`config.mk`:
```
export PLATFORM = sky130hd
export DESIGN_NAME = multi_mode_flip_flop_bank_flat
export DESIGN_NICKNAME = d
export VERILOG_FILES = /design/src/rtl/multi_mode_flip_flop_bank_if.sv /design/src/rtl/multi_mode_flip_flop_bank.sv /design/src/flat_wrapper.sv
export SDC_FILE = /design/constraint.sdc
export NUM_CORES = 1
export LEC_CHECK = 0
export CORE_MARGIN = 2
export CORE_UTILIZATION = 30
export CTS_BUF_LIST = sky130_fd_sc_hd__clkbuf_4
export DETAILED_ROUTE_END_ITERATION = 8
export DONT_BUFFER_PORTS = 1
export RECOVER_POWER = 50
export SYNTH_ARGS = -nofsm -noshare
export SYNTH_HDL_FRONTEND = slang
export SYNTH_SLANG_ARGS = --single-unit
```
`constraint.sdc`:
```
create_clock -name clock -period 2.3 [get_ports clock]
set_clock_uncertainty 0.05 [all_clocks]
set_input_delay 0.23 -clock clock [delete_from_list [all_inputs] [get_ports clock]]
set_output_delay 0.23 -clock clock [all_outputs]
set_load 0.02 [all_outputs]
```
`src/rtl/multi_mode_flip_flop_bank_if.sv`:
```
// Purpose : Bundles the control, data and status signals of
//           multi_mode_flip_flop_bank so the driver and the bank share one
//           connection object.
// Modports: master - drives en/sync_clr/mode/a/b/err_clr, observes the state
//                    and the error status.
//           slave  - the flip-flop bank itself (the reverse directions).
// Signals : en, sync_clr, mode[1:0], a/b[WIDTH], err_clr   (master -> slave)
//           q, q_bar[WIDTH], illegal, illegal_bits[WIDTH],
//           illegal_count[CNT_WIDTH], sticky_err           (slave -> master)
interface multi_mode_flip_flop_bank_if #(
  parameter int WIDTH     = 8,
  parameter int CNT_WIDTH = 8
);
  logic                 en;
  logic                 sync_clr;
  logic [1:0]           mode;
  logic [WIDTH-1:0]     a;
  logic [WIDTH-1:0]     b;
  logic                 err_clr;
  logic [WIDTH-1:0]     q;
  logic [WIDTH-1:0]     q_bar;
  logic                 illegal;
  logic [WIDTH-1:0]     illegal_bits;
  logic [CNT_WIDTH-1:0] illegal_count;
  logic                 sticky_err;

  modport master (
    output en, sync_clr, mode, a, b, err_clr,
    input  q, q_bar, illegal, illegal_bits, illegal_count, sticky_err
  );

  modport slave (
    input  en, sync_clr, mode, a, b, err_clr,
    output q, q_bar, illegal, illegal_bits, illegal_count, sticky_err
  );
endinterface

```
`src/rtl/multi_mode_flip_flop_bank.sv`:
```
// Purpose : WIDTH-bit bank of edge-triggered flip-flops whose behaviour (SR,
//           JK, D or T) is chosen at run time for all bits at once. Also
//           detects SR inputs with S=R=1, reporting a one-cycle pulse, the
//           offending bit mask, a saturating event counter and a sticky flag.
// Ports   : clock - rising-edge clock
//           reset - asynchronous, active-high reset
//           bus   - slave side of multi_mode_flip_flop_bank_if
//                   (en, sync_clr, mode, a, b, err_clr in;
//                    q, q_bar, illegal, illegal_bits, illegal_count,
//                    sticky_err out)
module multi_mode_flip_flop_bank #(
  parameter int               WIDTH       = 8,
  parameter logic [WIDTH-1:0] RESET_VALUE = {WIDTH{1'b0}},
  parameter int               SR_POLICY   = 0,
  parameter int               CNT_WIDTH   = 8
) (
  input logic                          clock,
  input logic                          reset,
  multi_mode_flip_flop_bank_if.slave   bus
);

  localparam logic [1:0] MODE_SR = 2'b00;
  localparam logic [1:0] MODE_JK = 2'b01;
  localparam logic [1:0] MODE_D  = 2'b10;
  localparam logic [1:0] MODE_T  = 2'b11;

  localparam logic [CNT_WIDTH-1:0] CNT_MAX = {CNT_WIDTH{1'b1}};

  logic [WIDTH-1:0]     q_r;
  logic [WIDTH-1:0]     next_q_s;
  logic                 illegal_r;
  logic [WIDTH-1:0]     illegal_bits_r;
  logic [CNT_WIDTH-1:0] count_r;
  logic [CNT_WIDTH-1:0] count_base_s;
  logic [CNT_WIDTH-1:0] count_next_s;
  logic                 sticky_r;
  logic                 illegal_edge_s;

  // Resolution of S=R=1 for one bit; the result is always a defined level.
  function automatic logic sr_both_bit(input logic cur);
    logic res;
    case (SR_POLICY)
      1:       res = 1'b1;
      2:       res = 1'b0;
      default: res = cur;
    endcase
    return res;
  endfunction

  // An illegal edge only counts when the SR inputs would actually be used.
  assign illegal_edge_s = bus.en && !bus.sync_clr && (bus.mode == MODE_SR) &&
                          ((bus.a & bus.b) != {WIDTH{1'b0}});

  // Per-bit next state for the selected mode (en/sync_clr applied later).
  always_comb begin
    next_q_s = q_r;
    for (int i = 0; i < WIDTH; i++) begin
      case (bus.mode)
        MODE_SR: begin
          case ({bus.a[i], bus.b[i]})
            2'b01:   next_q_s[i] = 1'b0;
            2'b10:   next_q_s[i] = 1'b1;
            2'b11:   next_q_s[i] = sr_both_bit(q_r[i]);
            default: next_q_s[i] = q_r[i];
          endcase
        end
        MODE_JK: begin
          case ({bus.a[i], bus.b[i]})
            2'b01:   next_q_s[i] = 1'b0;
            2'b10:   next_q_s[i] = 1'b1;
            2'b11:   next_q_s[i] = ~q_r[i];
            default: next_q_s[i] = q_r[i];
          endcase
        end
        MODE_D:  next_q_s[i] = bus.a[i];
        MODE_T:  next_q_s[i] = q_r[i] ^ bus.a[i];
        default: next_q_s[i] = q_r[i];
      endcase
    end
  end

  // Counter update: err_clr is applied before a same-edge illegal event.
  always_comb begin
    count_base_s = count_r;
    count_next_s = count_r;
    if (bus.err_clr) begin
      count_base_s = {CNT_WIDTH{1'b0}};
    end else begin
      count_base_s = count_r;
    end
    if (illegal_edge_s && (count_base_s != CNT_MAX)) begin
      count_next_s = count_base_s + CNT_WIDTH'(1);
    end else begin
      count_next_s = count_base_s;
    end
  end

  // Flip-flop state: sync_clr beats en, en = 0 holds.
  always_ff @(posedge clock or posedge reset) begin
    if (reset) begin
      q_r <= RESET_VALUE;
    end else if (bus.sync_clr) begin
      q_r <= RESET_VALUE;
    end else if (bus.en) begin
      q_r <= next_q_s;
    end else begin
      q_r <= q_r;
    end
  end

  // Error status registers; independent of sync_clr except via the edge qualifier.
  always_ff @(posedge clock or posedge reset) begin
    if (reset) begin
      illegal_r      <= 1'b0;
      illegal_bits_r <= {WIDTH{1'b0}};
      count_r        <= {CNT_WIDTH{1'b0}};
      sticky_r       <= 1'b0;
    end else begin
      illegal_r      <= illegal_edge_s;
      illegal_bits_r <= illegal_edge_s ? (bus.a & bus.b) : {WIDTH{1'b0}};
      count_r        <= count_next_s;
      sticky_r       <= (sticky_r && !bus.err_clr) || illegal_edge_s;
    end
  end

  assign bus.q             = q_r;
  assign bus.q_bar         = ~q_r;
  assign bus.illegal       = illegal_r;
  assign bus.illegal_bits  = illegal_bits_r;
  assign bus.illegal_count = count_r;
  assign bus.sticky_err    = sticky_r;

endmodule

```
`src/flat_wrapper.sv`:
```
// flat-port wrapper written by rule: the top's interface ports become plain ports
module multi_mode_flip_flop_bank_flat 
#(
  parameter int               WIDTH       = 8,
  parameter logic [WIDTH-1:0] RESET_VALUE = {WIDTH{1'b0}},
  parameter int               SR_POLICY   = 0,
  parameter int               CNT_WIDTH   = 8
)
  (clock, reset, bus_en, bus_sync_clr, bus_mode, bus_a, bus_b, bus_err_clr, bus_q, bus_q_bar, bus_illegal, bus_illegal_bits, bus_illegal_count, bus_sticky_err);
  multi_mode_flip_flop_bank_if #(.WIDTH(WIDTH), .CNT_WIDTH(CNT_WIDTH)) bus_i ();
  input logic clock;
  input logic reset;
  input wire logic [$bits(bus_i.en)-1:0] bus_en;
  input wire logic [$bits(bus_i.sync_clr)-1:0] bus_sync_clr;
  input wire logic [$bits(bus_i.mode)-1:0] bus_mode;
  input wire logic [$bits(bus_i.a)-1:0] bus_a;
  input wire logic [$bits(bus_i.b)-1:0] bus_b;
  input wire logic [$bits(bus_i.err_clr)-1:0] bus_err_clr;
  output wire logic [$bits(bus_i.q)-1:0] bus_q;
  output wire logic [$bits(bus_i.q_bar)-1:0] bus_q_bar;
  output wire logic [$bits(bus_i.illegal)-1:0] bus_illegal;
  output wire logic [$bits(bus_i.illegal_bits)-1:0] bus_illegal_bits;
  output wire logic [$bits(bus_i.illegal_count)-1:0] bus_illegal_count;
  output wire logic [$bits(bus_i.sticky_err)-1:0] bus_sticky_err;
  assign bus_i.en = bus_en;
  assign bus_i.sync_clr = bus_sync_clr;
  assign bus_i.mode = bus_mode;
  assign bus_i.a = bus_a;
  assign bus_i.b = bus_b;
  assign bus_i.err_clr = bus_err_clr;
  assign bus_q = bus_i.q;
  assign bus_q_bar = bus_i.q_bar;
  assign bus_illegal = bus_i.illegal;
  assign bus_illegal_bits = bus_i.illegal_bits;
  assign bus_illegal_count = bus_i.illegal_count;
  assign bus_sticky_err = bus_i.sticky_err;
  multi_mode_flip_flop_bank #(.WIDTH(WIDTH), .RESET_VALUE(RESET_VALUE), .SR_POLICY(SR_POLICY), .CNT_WIDTH(CNT_WIDTH)) u_core (.clock(clock), .reset(reset), .bus(bus_i));
endmodule
```
==> reports/metrics.csv <==
metric;value;unit
status;finished clean;
Psw;283;uW
# nets final;241;
unrepaired setup endpoints after global routing;no;
initial antenna violation count;0;
Final GP Congestion;0.767;
final setup vio count;0;
first-pass GRT wire length;7.00;mm
Root Driver;clkbuf_4;
HPWL Detailed;3.05;mm
Buffers on Ports;0;
H-tree depth;1;
routed wire length;4.36;mm
largest net degree at the start of global routing;27;
Peak VDD IR;0.000208;V
Pint;729;uW
drc violations;0;
worst skew pair latency;330;ps
Max FO, Critical Path;7;
worst min path class;in -> reg;
max-slew violations;0;
Die Y-Extent;78.0;um
clock-pin slew on the worst setup and hold paths;160;ps
clock tree buffer depth;2;
CTS tree;yes;
GRT overflow;0;
share of post-route cells with drive strength above 1;4.83;%
synthesized area;1640;um^2
post-route cell area;1960;um^2
fmax;510;MHz
die area;6080;um^2
Comb pwr share;17.6;%
vias in the first global route;1398;
max_slew headroom;7.50;%
Area Growth Syn to Fin;19.7;%
Reg power frac;50.6;%
Clock power frac;31.8;%
YS warnings;0;
period utilization;85.2;%
flops & latches, synth;26;
max-cap violations;0;
Avg Vias per Cell;5.39;
PD cells;515;nW/um^2
switching share of power;27.9;%
register area share after synthesis;39.6;%
starting density of the core;31.5;%
die width;78.0;um
arrival time worst endpoint;2140;ps
Final Worst Setup Slack;340;ps
Critical Path RT;2480;ps
iteration count of the initial detailed-routing pass;4;
Synth Area per Inst;8.73;um^2
setup bufs post-CTS;0;
EDFF count, synth;0;
final hold vios;0;
CP Capture Type;register;
ys async rst share;100;%
critical path type;reg -> reg;
worst slew pin tran;1390;ps
syn nets;221;
FP Rows;26;
Synth Instances;188;
core region area;5200;um^2
vias post-DR;1492;
Initial DRC Count;100;
Synth cell types;42;
total CTS buffers;3;
Synth Flop Type;dfrtp_1;
ANT nets after route;0;
minimum clock period after layout;1960;ps
most common cell after layout, fill and taps aside;dfrtp_1;
Top Ports;57;
# diodes;0;
CP Launch Type;register;
Place WS;351;ps
drt wl/cell;15.7;um
Lkg Pwr;0.866;nW
gr usage total;14.3;%
setup TNS;0;ps
clk sinks;26;
DP Area;1720;um^2
total power;1.01;mW
most frequent cells in the layout;26 x dfrtp_1, 20 x inv_1, 20 x dlygate4sd3_1;
-- flip-flops by register name, summed over array words and instances, names as in the netlist --
register                  flops
u_core.bus.illegal_bits       8
u_core.bus.illegal            1
u_core.bus.sticky_err         1
u_core.bus.illegal_count      8
u_core.bus.q                  8
-- metal layers --
metal | part of all wire (%) | up-vias | global-route usage, %
met1 | 45 | 702 | 19.1
li1 | - | 717 | -
met5 | 0 | - | 0
met4 | 0.92 | 0 | 5.26
met3 | 8.8 | 2 | 3.95
met2 | 45 | 71 | 22.1
-- cells in the mapped netlist, types with 2 or more instances --
| cell | count | area share (%) |
|---|---|---|
| o311ai_0 | 3 | 1.6 |
| o22ai_1 | 4 | 1.5 |
| a221oi_1 | 3 | 1.6 |
| xnor2_1 | 2 | 1.1 |
| mux2i_1 | 4 | 2.4 |
| o32ai_1 | 5 | 2.7 |
| o31ai_1 | 4 | 1.8 |
| nor2_1 | 19 | 4.3 |
| dfrtp_1 | 26 | 40 |
| a21oi_1 | 10 | 3.0 |
| o221a_2 | 2 | 1.4 |
| inv_1 | 20 | 4.6 |
| a22oi_1 | 2 | 0.91 |
| ha_1 | 10 | 7.6 |
| o41ai_1 | 2 | 1.1 |
| nor3_1 | 2 | 0.61 |
| nand2_1 | 19 | 4.3 |
| o21ai_0 | 8 | 2.4 |
| clkbuf_1 | 7 | 1.6 |
| a31oi_1 | 3 | 1.1 |
| buf_2 | 2 | 0.61 |
| nand3b_1 | 4 | 1.8 |
| nand3_1 | 6 | 1.8 |
| nor2b_1 | 3 | 1.1 |
-- critical path, cell delays in order, from the launching register on --
cell and delay (ps):
dfrtp_1 370, nor2b_1 250, ha_1 210, nand3_1 140
nor4_1 310, buf_4 190, nor2_1 70, mux2_2 280
-- final timing paths --
kind	from	to	slack, ps	cells past startpoint
worst max-delay path	u_core.bus.illegal_count[1]$_DFF_PP0_	u_core.bus.illegal_count[1]$_DFF_PP0_	340	7
worst min-delay path	bus_a[2]	u_core.bus.q[2]$_DFFE_PP0P_	10	2
worst max register to register	u_core.bus.illegal_count[1]$_DFF_PP0_	u_core.bus.illegal_count[1]$_DFF_PP0_	340	7
worst min register to register	u_core.bus.sticky_err$_DFF_PP0_	u_core.bus.sticky_err$_DFF_PP0_	610	1
max in group asynchronous	reset	u_core.bus.illegal_count[1]$_DFF_PP0_	650	3
min in group asynchronous	reset	u_core.bus.illegal_bits[6]$_DFF_PP0_	730	3
-- stage by stage --
step	hold WS, ps	utilization (%)	std cells
after floorplan	220	-	188
after global placement	153	33.0	253
after detailed placement	148	33.0	253
after CTS	7.65	37.5	275
after global routing	10.9	37.7	277
final	11.6	37.7	277
-- power by group through the flow --
stage	clock, mW	sequential (mW)	combinational, mW
6_report	0.322	0.512	0.178
5_1_grt	0.358	0.515	0.198
4_1_cts	0.329	0.512	0.174
3_5_place_dp	0	0.520	0.145
3_3_place_gp	0	0.520	0.142
2_1_floorplan	0	0.516	0.133
-- area by class of cell --
cell class	instances	area, um^2
Clock buffer	3	22.5
Fill cell	540	3240
Multi-Input combinational cell	131	865
Sequential cell	26	651
Clock inverter	1	30.0
Tap cell	70	87.6
Inverter	21	78.8
Timing Repair Buffer	25	230
-- repair_timing --
item | CTS | global route
hold buffers | 18 | 2
resized for setup | 0 | 0
endpoints found under the hold margin | 43 | 1
-- kinds of logic (layout without fill, tap and decap cells) --
logic type	count (synthesis)	after routing	synth area share, %
AOI/OAI and AO/OA	53	53	23.0
DFF	26	26	39.6
and+or+nand+nor	60	60	17.3
xor gates and xnor gates	3	3	1.60
muxes	5	5	3.13
buffers and inverters	31	50	7.70
adders and majority gates	10	10	7.62
Note: power is estimated with default switching activity, not from simulation.
